===== src/rtl/turfio_align_pkg.sv =====
// Shared types and helpers for the CIN link-training sequencer.
//   state_t   : sequencer FSM states
//   ERR_*     : err_code_o encodings
//   rot_match : 1 when a nibble equals any rotation of the training pattern
package turfio_align_pkg;

   typedef enum logic [3:0] {
      S_IDLE, S_LOAD, S_SETTLE, S_CAPTURE, S_WAIT_ACK, S_NEXT,
      S_CENTER, S_SLIP_CAP, S_SLIP_WAIT, S_SLIP, S_DONE, S_ERR
   } state_t;

   localparam logic [1:0] ERR_NONE    = 2'd0;
   localparam logic [1:0] ERR_EYE     = 2'd1;
   localparam logic [1:0] ERR_SLIP    = 2'd2;
   localparam logic [1:0] ERR_TIMEOUT = 2'd3;

   // During the eye scan the word boundary is still arbitrary, so any
   // rotation of the training nibble counts as a clean sample.
   function automatic logic rot_match(input logic [3:0] d, input logic [3:0] p);
      return (d == p) || (d == {p[2:0], p[3]}) ||
             (d == {p[1:0], p[3:2]}) || (d == {p[0], p[3:1]});
   endfunction

endpackage


===== src/rtl/turfio_eye_tracker.sv =====
// Tracks runs of passing scan points and keeps the widest one.
//   clear      : forget everything (start of a new scan)
//   push/pass  : record one scan point at tap
//   finish     : fold the open run into the best result
//   best_start : first tap of widest run
//   best_width : width of widest run in taps
// Outputs already account for a still-open run, so the value seen in the
// same cycle as finish is the final one.
module turfio_eye_tracker
   import turfio_align_pkg::*;
#(
   parameter int DELAY_STEP = 8
) (
   input  logic       wb_clk_i,
   input  logic       wb_rst_n_i,
   input  logic       clear,
   input  logic       push,
   input  logic       pass,
   input  logic       finish,
   input  logic [8:0] tap,
   output logic [8:0] best_start,
   output logic [9:0] best_width
);

   logic [8:0] run_start, bst_start;
   logic [9:0] run_width, bst_width;
   logic       run_wins;

   // Strictly wider only: on a tie the earlier (lower tap) eye is kept.
   assign run_wins   = run_width > bst_width;
   assign best_start = run_wins ? run_start : bst_start;
   assign best_width = run_wins ? run_width : bst_width;

   always_ff @(posedge wb_clk_i or negedge wb_rst_n_i) begin
      if (!wb_rst_n_i) begin
         run_start <= '0;
         run_width <= '0;
         bst_start <= '0;
         bst_width <= '0;
      end else if (clear) begin
         run_start <= '0;
         run_width <= '0;
         bst_start <= '0;
         bst_width <= '0;
      end else if (push && pass) begin
         if (run_width == '0) run_start <= tap;
         run_width <= run_width + 10'(DELAY_STEP);
      end else if (push || finish) begin
         if (run_wins) begin
            bst_start <= run_start;
            bst_width <= run_width;
         end
         run_width <= '0;
      end
   end

endmodule


===== src/rtl/turfio_cin_align_ctrl.sv =====
// Automatic CIN link training: scans IDELAY taps, finds the widest passing
// eye, centres the delay, then bitslips until the training nibble aligns.
// Ports:
//   wb_clk_i, wb_rst_n_i        : clock, async active-low reset
//   start_i                     : one-cycle start (ignored while busy)
//   busy_o, done_o, err_o       : status; done/err held until next start
//   err_code_o                  : ERR_NONE/ERR_EYE/ERR_SLIP/ERR_TIMEOUT
//   en_vtc_o                    : IDELAY VTC enable (low while training)
//   delay_load_o, delay_cntvaluein_o : IDELAY load strobe and tap
//   capture_req_o, capture_ack_i, capture_data_i : capture handshake
//   bitslip_o                   : one-cycle bitslip strobe
//   eye_start_o, eye_width_o    : best eye geometry
//   scan_map_o                  : per-scan-point pass map, only when
//                                 TURFIO_ALIGN_SCAN_LOG_EN is defined
module turfio_cin_align_ctrl
   import turfio_align_pkg::*;
#(
   parameter logic [3:0] TRAIN_PATTERN = 4'h8,
   parameter int DELAY_STEP    = 8,
   parameter int MAX_TAP       = 511,
   parameter int SETTLE_CYCLES = 16,
   parameter int NUM_SAMPLES   = 4,
   parameter int MIN_EYE       = 32,
   parameter int ACK_TIMEOUT   = 1024
) (
   input  logic       wb_clk_i,
   input  logic       wb_rst_n_i,
   input  logic       start_i,
   output logic       busy_o,
   output logic       done_o,
   output logic       err_o,
   output logic [1:0] err_code_o,
   output logic       en_vtc_o,
   output logic       delay_load_o,
   output logic [8:0] delay_cntvaluein_o,
   output logic       capture_req_o,
   input  logic       capture_ack_i,
   input  logic [3:0] capture_data_i,
   output logic       bitslip_o,
   output logic [8:0] eye_start_o,
   output logic [9:0] eye_width_o
`ifdef TURFIO_ALIGN_SCAN_LOG_EN
   ,output logic [63:0] scan_map_o
`endif
);

   localparam int STEP_SH = $clog2(DELAY_STEP);

   state_t     state_q, state_d;
   logic [8:0] tap_q;
   logic [15:0] settle_cnt, to_cnt;
   logic [7:0] good_cnt;
   logic [2:0] slip_cnt;
   logic       pass_q, slip_phase_q;

   logic       start_ok, ack_good, settle_end, to_end, last_pt, eye_ok;
   logic [9:0] tap_nxt, ctr;
   logic [8:0] ctr_clamped, trk_start;
   logic [9:0] trk_width;

   assign start_ok   = start_i && (state_q inside {S_IDLE, S_DONE, S_ERR});
   assign ack_good   = rot_match(capture_data_i, TRAIN_PATTERN);
   assign settle_end = settle_cnt == 16'(SETTLE_CYCLES - 1);
   assign to_end     = to_cnt == 16'(ACK_TIMEOUT - 1);
   // 10-bit sum so the last scan point never wraps back to tap 0.
   assign tap_nxt    = {1'b0, tap_q} + 10'(DELAY_STEP);
   assign last_pt    = tap_nxt > 10'(MAX_TAP);
   assign eye_ok     = trk_width >= 10'(MIN_EYE);
   assign ctr        = {1'b0, trk_start} + {1'b0, trk_width[9:1]};
   assign ctr_clamped = (ctr > 10'(MAX_TAP)) ? 9'(MAX_TAP) : ctr[8:0];

   turfio_eye_tracker #(.DELAY_STEP(DELAY_STEP)) u_trk (
      .wb_clk_i   (wb_clk_i),
      .wb_rst_n_i (wb_rst_n_i),
      .clear      (start_ok),
      .push       (state_q == S_NEXT),
      .pass       (pass_q),
      .finish     (state_q == S_CENTER),
      .tap        (tap_q),
      .best_start (trk_start),
      .best_width (trk_width)
   );

   always_ff @(posedge wb_clk_i or negedge wb_rst_n_i) begin
      if (!wb_rst_n_i) state_q <= S_IDLE;
      else             state_q <= state_d;
   end

   always_comb begin
      state_d       = state_q;
      busy_o        = 1'b1;
      done_o        = 1'b0;
      err_o         = 1'b0;
      en_vtc_o      = 1'b0;
      delay_load_o  = 1'b0;
      capture_req_o = 1'b0;
      bitslip_o     = 1'b0;
      case (state_q)
         S_IDLE, S_DONE, S_ERR: begin
            busy_o   = 1'b0;
            en_vtc_o = 1'b1;
            done_o   = state_q == S_DONE;
            err_o    = state_q == S_ERR;
            if (start_i) state_d = S_LOAD;
         end
         S_LOAD: begin
            delay_load_o = 1'b1;
            state_d      = S_SETTLE;
         end
         S_SETTLE:
            if (settle_end) state_d = slip_phase_q ? S_SLIP_CAP : S_CAPTURE;
         S_CAPTURE: begin
            capture_req_o = 1'b1;
            state_d       = S_WAIT_ACK;
         end
         S_WAIT_ACK:
            if (capture_ack_i) begin
               if (!ack_good || good_cnt == 8'(NUM_SAMPLES - 1)) state_d = S_NEXT;
               else                                              state_d = S_CAPTURE;
            end else if (to_end) state_d = S_ERR;
         S_NEXT:
            state_d = last_pt ? S_CENTER : S_LOAD;
         S_CENTER:
            state_d = eye_ok ? S_LOAD : S_ERR;
         S_SLIP_CAP: begin
            capture_req_o = 1'b1;
            state_d       = S_SLIP_WAIT;
         end
         S_SLIP_WAIT:
            if (capture_ack_i) begin
               if (capture_data_i == TRAIN_PATTERN) state_d = S_DONE;
               else if (slip_cnt == 3'd4)           state_d = S_ERR;
               else                                 state_d = S_SLIP;
            end else if (to_end) state_d = S_ERR;
         S_SLIP: begin
            bitslip_o = 1'b1;
            state_d   = S_SETTLE;
         end
         default: state_d = S_IDLE;
      endcase
   end

   always_ff @(posedge wb_clk_i or negedge wb_rst_n_i) begin
      if (!wb_rst_n_i) begin
         tap_q        <= '0;
         settle_cnt   <= '0;
         to_cnt       <= '0;
         good_cnt     <= '0;
         slip_cnt     <= '0;
         pass_q       <= 1'b0;
         slip_phase_q <= 1'b0;
         err_code_o   <= ERR_NONE;
         eye_start_o  <= '0;
         eye_width_o  <= '0;
      end else begin
         settle_cnt <= (state_q == S_SETTLE) ? settle_cnt + 16'd1 : '0;
         // Restarts from zero on every entry into a wait state.
         to_cnt <= (state_q inside {S_WAIT_ACK, S_SLIP_WAIT}) ? to_cnt + 16'd1 : '0;
         case (state_q)
            S_IDLE, S_DONE, S_ERR:
               if (start_i) begin
                  tap_q        <= '0;
                  good_cnt     <= '0;
                  slip_cnt     <= '0;
                  slip_phase_q <= 1'b0;
                  err_code_o   <= ERR_NONE;
                  eye_start_o  <= '0;
                  eye_width_o  <= '0;
               end
            S_WAIT_ACK:
               if (capture_ack_i) begin
                  if (!ack_good) begin
                     pass_q   <= 1'b0;
                     good_cnt <= '0;
                  end else if (good_cnt == 8'(NUM_SAMPLES - 1)) begin
                     pass_q   <= 1'b1;
                     good_cnt <= '0;
                  end else begin
                     good_cnt <= good_cnt + 8'd1;
                  end
               end else if (to_end) err_code_o <= ERR_TIMEOUT;
            S_NEXT:
               if (!last_pt) tap_q <= tap_nxt[8:0];
            S_CENTER: begin
               eye_start_o <= trk_start;
               eye_width_o <= trk_width;
               if (!eye_ok) err_code_o <= ERR_EYE;
               else begin
                  tap_q        <= ctr_clamped;
                  slip_phase_q <= 1'b1;
               end
            end
            S_SLIP_WAIT:
               if (capture_ack_i) begin
                  if (capture_data_i != TRAIN_PATTERN && slip_cnt == 3'd4)
                     err_code_o <= ERR_SLIP;
               end else if (to_end) err_code_o <= ERR_TIMEOUT;
            S_SLIP:
               slip_cnt <= slip_cnt + 3'd1;
            default: ;
         endcase
      end
   end

   assign delay_cntvaluein_o = tap_q;

`ifdef TURFIO_ALIGN_SCAN_LOG_EN
   logic [63:0] scan_map_q;
   logic [5:0]  pt_idx;

   assign pt_idx = 6'(tap_q >> STEP_SH);

   always_ff @(posedge wb_clk_i or negedge wb_rst_n_i) begin
      if (!wb_rst_n_i)                                  scan_map_q <= '0;
      else if (start_ok)                                scan_map_q <= '0;
      else if (state_q == S_NEXT && pass_q)             scan_map_q[pt_idx] <= 1'b1;
   end

   assign scan_map_o = scan_map_q;
`endif

endmodule


===== config.mk =====
export PLATFORM = sky130hd
export DESIGN_NAME = turfio_cin_align_ctrl
export DESIGN_NICKNAME = d
export VERILOG_FILES = /design/src/rtl/turfio_align_pkg.sv /design/src/rtl/turfio_eye_tracker.sv /design/src/rtl/turfio_cin_align_ctrl.sv
export SDC_FILE = /design/constraint.sdc
export NUM_CORES = 1
export LEC_CHECK = 0
export ABC_AREA = 1
export BUFFER_PORTS_ARGS = -buffer_cell sky130_fd_sc_hd__buf_4
export CAP_MARGIN = 10
export CORE_ASPECT_RATIO = 0.5
export CORE_MARGIN = 2
export CORE_UTILIZATION = 55
export DETAILED_ROUTE_END_ITERATION = 8
export PLACE_DENSITY = 0.78
export SYNTH_ARGS = -nofsm -noshare
export SYNTH_HDL_FRONTEND = slang
export SYNTH_SLANG_ARGS = --single-unit

===== constraint.sdc =====
create_clock -name wb_clk_i -period 4.45 [get_ports wb_clk_i]
set_input_delay 0.6675 -clock wb_clk_i [delete_from_list [all_inputs] [get_ports wb_clk_i]]
set_output_delay 0.6675 -clock wb_clk_i [all_outputs]
set_load 0.05 [all_outputs]

==> results of run 1 <==
## cell families (layout without fill, tap and decap cells)
| logic type | Yosys count | count (layout) | synth area share [%] |
|---|---|---|---|
| AND/OR/NAND/NOR | 363 | 363 | 26.41 |
| XOR/XNOR | 3 | 3 | 0.4088 |
| adder cells (fa/ha/maj) | 23 | 23 | 4.593 |
| buffers and inverters | 153 | 217 | 9.478 |
| flip-flops | 114 | 114 | 44.38 |
| AO/OA/AOI/OAI | 157 | 157 | 14.73 |
## layer usage
layer,vias to the layer above,part of all wire [%]
li1,2772,-
met3,41,4.6
met5,-,0
met1,2703,44
met2,162,49
met4,0,2.5
## report_power, final
group	total (mW)	internal, mW	switching [mW]
clock	1.36	0.853	0.504
sequential	1.40	1.25	0.151
combinational	2.93	0.855	2.07
## layout make-up
type | count | area share [%]
tap | 159 | 2.657
clock buffer | 20 | 6.100
clock inverter | 12 | 1.771
inverter | 137 | 6.935
multi-input combinational | 546 | 39.62
sequential | 114 | 38.10
timing repair buffer | 48 | 4.813
## flip-flops by register name, summed over array words and instances (netlist names)
name                count
to_cnt                 16
delay_cntvaluein_o      9
u_trk.bst_start         9
pass_q                  1
u_trk.bst_width        10
eye_start_o             9
slip_cnt                3
eye_width_o            10
err_code_o              2
u_trk.run_start         9
u_trk.run_width         7
slip_phase_q            1
good_cnt                8
settle_cnt             16
state_q                 4
## Yosys cell counts, types with 2 or more instances
cell type / instances / share of area (%)
a21boi_1: 2 / 0.23
o21ai_0: 52 / 4.0
inv_2: 7 / 0.41
dfrtp_1: 114 / 44
nor2_4: 5 / 0.88
nand3b_1: 2 / 0.23
o22ai_1: 24 / 2.3
nand2_2: 9 / 0.88
nor2_2: 4 / 0.39
nor3b_1: 6 / 0.70
nand3_1: 48 / 3.7
nor2_8: 2 / 0.62
ha_1: 22 / 4.3
clkbuf_1: 7 / 0.41
xor2_1: 2 / 0.27
nor4_1: 5 / 0.49
nor2_1: 81 / 4.7
o21ai_2: 3 / 0.41
a21oi_2: 2 / 0.27
a211oi_1: 4 / 0.47
a31oi_1: 5 / 0.49
a21oi_1: 41 / 3.2
nand4_1: 5 / 0.49
o31ai_1: 2 / 0.23
nor3_1: 29 / 2.3
o21a_1: 4 / 0.47
o21ai_1: 4 / 0.31
a22oi_2: 2 / 0.39
inv_4: 2 / 0.19
buf_6: 3 / 0.53
nand2_4: 4 / 0.70
inv_1: 127 / 7.4
a21o_1: 2 / 0.23
nand2_1: 156 / 9.1
buf_2: 6 / 0.47
## cells in the final DEF (no fill, tap or decap), types with 5 or more instances in the layout
cell / Yosys / routed
nor2_4: 5 / 5
buf_4: 0 / 48
a21oi_1: 41 / 41
nor2_1: 81 / 81
nand2_1: 156 / 156
o22ai_1: 24 / 24
nand4_1: 5 / 5
clkbuf_16: 0 / 17
ha_1: 22 / 22
nor3_1: 29 / 29
nor3b_1: 6 / 6
nor4_1: 5 / 5
inv_2: 7 / 7
a31oi_1: 5 / 5
nand2_2: 9 / 9
o21ai_0: 52 / 52
dfrtp_1: 114 / 114
inv_1: 127 / 127
nand3_1: 48 / 48
## worst max-delay path: stages (launching register included)
cell and delay (ps):
dfrtp_1 420, ha_1 330, nand2_2 90, nor2_4 130
nand2_1 100, nand2_4 150, nand2_4 230, o21ai_0 460
inv_1 90, ha_1 360, nand2_1 100, inv_1 40
a221oi_1 370, inv_1 140, a21oi_4 190, nand3_1 110
nand2_1 80, a21boi_1 60
## worst paths after layout
check | startpoint | endpoint | cells after the start
setup / recovery | u_trk.run_width[9] | delay_cntvaluein_o[7] | 17
hold / removal | wb_rst_n_i | settle_cnt[9] | 1
setup reg to reg | u_trk.run_width[9] | delay_cntvaluein_o[7] | 17
hold reg to reg | to_cnt[0] | to_cnt[0] | 1
max in group asynchronous | wb_rst_n_i | eye_start_o[7] | 2
min in group wb_clk_i | to_cnt[0] | to_cnt[0] | 1
==> results_dict.tcl, run 1 <==
set metrics [dict create \
    syn_avg_cell_area_um2 7.907 \
    period_minus_slack_ps 3590 \
    finalSetupTns_ps 0 \
    die_w_um 156.9 \
    met1_usage_pct 33.45 \
    numCtsBuffers 17 \
    cts_tree "built" \
    ys_ff_latch 114 \
    rsz0062_at_grt "no" \
    syn_to_final_growth_pct 16.47 \
    nNetsFinal 895 \
    place.gp.congestion 0.9665 \
    post_cts_buffers 0 \
    fin_worst_skew_ps 8.041 \
    ctsResizeCount 0 \
    fin_total_pwr_mw 5.681 \
    vias_per_cell 5.481 \
    yosysSeqAreaShare_pct 44.38 \
    arrival_ps 3890 \
    netlist-cell-type-count 55 \
    status "complete, no violations" \
    fp-row-count 27 \
    clock_sinks 114 \
    synthArstFlopShare_pct 100.0 \
    period_share_pct 80.68 \
    ant_nets 0 \
    pwr_density_cell_mw_per_mm2 758.7 \
    vdd_ir_drop_max_v 0.0003883 \
    required_ps 4750 \
    dp_cells 1004 \
    report.final.slew_viol_count 0 \
    gr-usage-met3_pct 5.451 \
    fmax_ghz 0.2785 \
    drtPass1Iterations 5 \
    clockBufferDepth 2 \
    grt_busiest_layer "met2" \
    ctsHoldBuffers 0 \
    multiInputGateArea_mm2 0.002967 \
    fin_ws_ps 859.7 \
    grtUsageTotal_pct 27.14 \
    dieArea_mm2 0.01262 \
    crit_path_start_kind "flip-flop" \
    diodes 0 \
    final_util_pct 66.96 \
    synth-edff-count 0 \
    hp-class "input port to asynchronous set/reset pin" \
    ys.warnings.count 0 \
    tightest_slew_ps 966.2 \
    antenna_found_initial 0 \
    setup_viol 0 \
    grt_pass1_wl_mm 26.47 \
    dp_hpwl_mm 11.04 \
    relSlewSlack_pct 35.59 \
    grt_max_degree 75 \
    drcViolationCount 0 \
    dp_slack_ps 950.7 \
    p_leak_nw 3.690 \
    drt_iter0_drc 489 \
    die_y_um 80.45 \
    path_clk_slew_ps 60 \
    ios 45 \
    h-tree-depth 4 \
    path_max_fanout 35 \
    regArea_mm2 0.002853 \
    synth_nets 844 \
    nFillCells 887 \
    core_mm2 0.01118 \
    crit_path_end_kind "flip-flop" \
    stdcell_area_mm2 0.007487 \
    initial_core_util_pct 57.49 \
    drive_above_1_share_pct 14.60 \
    hold_violations 0 \
    vias 5678 \
    drv_cap 0 \
    cts_root_buffer "clkbuf_16" \
    r2r_slack_ps 860 \
    final_cells 1036 \
    synth.cell_area_mm2 0.006429 \
    grt_pass1_vias 5656 \
    drt-total-wl_mm 15.71 \
    hold_ws_ps 387.3 \
    path_class "flip-flop to flip-flop" \
    synth-main-ff-cell "dfrtp_1" \
    grt_overflow_total 0 \
    clkLatencyLatePin_ps 420 \
    synth_cells 813 \
    met2_usage_pct 46.71 \
    placed_area_mm2 0.006898 \
    routedWlPerCell_um 15.17 \
    numPortBuffers 44 \
]
(Power assumes the default switching activity.)
==> run 2: changes to the inputs <==
- ABC_AREA: 1 -> 0
- PLACE_DENSITY: 0.78 -> 0.81
- clock period: 4.45 -> 3 ns (I/O delays scaled with it)
==> results_dict.tcl, run 2 <==
set metrics [dict create \
    status "finished, violations left" \
    violations "setup timing" \
    grt_overflow_total 0 \
    crit_chain "inv_2, ha_4, or4b_1, or3_4, o21a_4, buf_12, mux2i_2, inv_1, ha_4, a21o_1, a21o_1, a21o_1, a21o_4, nor4_2, o21ai_1" \
    setup_viol 9 \
    slowest_delay_ps 440 \
    synth-simple-area-share_pct 21.06 \
    core_mm2 0.01108 \
    fin_worst_skew_ps 10.18 \
    rsz0062_at_grt "yes" \
    fin_total_pwr_mw 6.846 \
    clkLatencyLatePin_ps 410 \
    netlist-cell-type-count 59 \
    fp-row-count 27 \
    layout_commonest_cell "buf_4" \
    nFillCells 670 \
    synthTopCellsByCount "dfrtp_1 (114), nor2_1 (87), nand2_1 (75)" \
    fin_ws_ps -771.4 \
    synthAdderAreaFrac_pct 4.681 \
    initial_core_util_pct 56.93 \
    vias 6318 \
    synth_area_leaders "dfrtp_1 (45%), nor2_1 (5.2%), o21ai_0 (4.8%), nand2_1 (4.5%), ha_1 (4.4%)" \
    synth-main-ff-cell "dfrtp_1" \
    hold_violations 0 \
    ys.warnings.count 0 \
    cts_tree "built" \
    synth_compound_area_share_pct 16.66 \
    path_clk_slew_ps 60 \
    drt_iter0_drc 842 \
    cp_slowest_cell "or4b_1" \
    clock_sinks 114 \
    die_y_um 79.73 \
    period_share_pct 125.7 \
    dp_cells 949 \
    synth_xor_area_share_pct 6.109 \
    period_minus_slack_ps 3771 \
    die_w_um 155.5 \
    vdd_ir_drop_max_v 0.0004587 \
    final_cells 990 \
    r2r_slack_ps -770 \
    synthArstFlopShare_pct 100.0 \
    crit_path_start_kind "flip-flop" \
    drcViolationCount 0 \
    vias_per_cell 6.382 \
    dp_hpwl_mm 11.79 \
    drv_cap 0 \
    diodes 0 \
    p_leak_nw 3.918 \
    relSlewSlack_pct 23.56 \
    grt_max_degree 115 \
    place.gp.congestion 0.9064 \
    grt_pass1_vias 5680 \
    ios 45 \
    grt_pass1_wl_mm 29.32 \
    required_ps 3290 \
    worst_path_most_repeated_cell "a21o_1" \
    antenna_found_initial 0 \
    numCtsBuffers 17 \
    synth_cells 713 \
    syn_to_final_growth_pct 33.78 \
    pwr_density_cell_mw_per_mm2 811.2 \
    drtPass1Iterations 7 \
    synth.top_cell.area_share_pct 45.22 \
    path_class "flip-flop to flip-flop" \
    report.final.slew_viol_count 0 \
    drive_above_1_share_pct 26.27 \
    synth-edff-count 0 \
    syn_avg_cell_area_um2 8.848 \
    crit_path_end_kind "flip-flop" \
    nNetsFinal 864 \
    synth_nets 744 \
    synth_most_common_cell "dfrtp_1" \
    drt-total-wl_mm 20.77 \
    hp-class "input port to asynchronous set/reset pin" \
    dieArea_mm2 0.01239 \
    ys_ff_latch 114 \
    synth_top_family_by_area "simple AND/OR/NAND/NOR gates" \
    layout_common_cells "buf_4 (121), dfrtp_1 (114), nor2_1 (81)" \
    clockBufferDepth 2 \
    synth_top_cell_by_area "dfrtp_1" \
    synth.area.mux_share_pct 2.440 \
    h-tree-depth 4 \
    grtUsageTotal_pct 30.62 \
    arrival_ps 4060 \
    path_max_fanout 6 \
    hold_ws_ps 117.7 \
    synth.cell_area_mm2 0.006309 \
    ant_nets 0 \
    yosysSeqAreaShare_pct 45.22 \
    reg_top3 "settle_cnt: 16 flops, to_cnt: 16 flops" \
    tightest_slew_ps 1142 \
    routedWlPerCell_um 20.98 \
    numPortBuffers 44 \
    placed_area_mm2 0.007352 \
    cts_root_buffer "clkbuf_16" \
    stdcell_area_mm2 0.008439 \
    fmax_ghz 0.2652 \
]
## run 2: cell types whose count changed after synthesis, sizes merged, moves of 13 or more
cell	delta
clkbuf	+17
inv	-98
mux2i	+13
nand2	-94
nor3	-18
o22ai	-15
xnor2	+21
xor2	+20
## run 2: repair_timing
item,4_1_cts,5_1_grt
hold buffers,0,0
cloned,0,0
gates resized for setup,28,45
setup endpoints to repair,9,9
pin swaps,8,8
setup buffers,5,5
## run 2: logic make-up (layout without fill, tap and decap cells)
family,after synthesis,in the layout
buf+inv,64,196
fa+ha+maj,23,23
flops,114,114
xor+xnor,44,44
mux,14,14
simple gates,283,283
compound gates,171,171
## run 2: path summary, 6_finish.rpt
check,start,to,cells past startpoint
max in group asynchronous,wb_rst_n_i,good_cnt[0],2
max,u_trk.bst_width[3],delay_cntvaluein_o[6],15
min reg2reg,err_code_o[0],err_code_o[0],1
min,wb_rst_n_i,settle_cnt[9],2
max reg2reg,u_trk.bst_width[3],delay_cntvaluein_o[6],15
min in group wb_clk_i,capture_ack_i,good_cnt[0],3
## run 2: critical path, delay by kind of cell, from the launching register on
family          cells  cell delay (ps)
compound gates      6             1130
fa+ha+maj           2              500
buf+inv             3              360
flops               1              390
mux                 1              200
simple gates        3             1050
## run 2: per-stage QoR
step                      setup WS (ps)  setup TNS, ps  utilization (%)
after floorplan                  -632.4          -4838                -
after global placement           -510.3          -4051            66.35
after detailed placement         -634.1          -5068            66.35
after CTS                        -598.1          -4450            73.45
after global routing             -860.5          -6819            76.16
final                            -771.4          -6180            76.16
## run 2: metal layers
layer | vias up | part of all wire, % | global-route usage (%) | wire length [um]
met5 | - | 0 | 0 | 0
li1 | 2747 | - | - | -
met1 | 3004 | 39 | 40.91 | 8090
met2 | 453 | 45 | 49.25 | 9433
met4 | 0 | 4.3 | 11.74 | 893
met3 | 114 | 11 | 7.003 | 2353
## run 2: where the power goes
part	total, mW	leakage (nW)	internal (mW)	switching [mW]
clock	2.23	0.306	1.51	0.714
sequential	1.92	1.58	1.69	0.235
combinational	2.70	2.03	0.931	1.77
## run 2: layout make-up
type | instances | area [um2] | area share [%]
Tap cell | 145 | 181.4 | 2.150
Timing Repair Buffer | 127 | 1006 | 11.92
Clock inverter | 9 | 178.9 | 2.120
Multi-Input combinational cell | 535 | 3613 | 42.82
Sequential cell | 114 | 2853 | 33.80
Inverter | 38 | 142.6 | 1.690
Clock buffer | 22 | 464.2 | 5.500
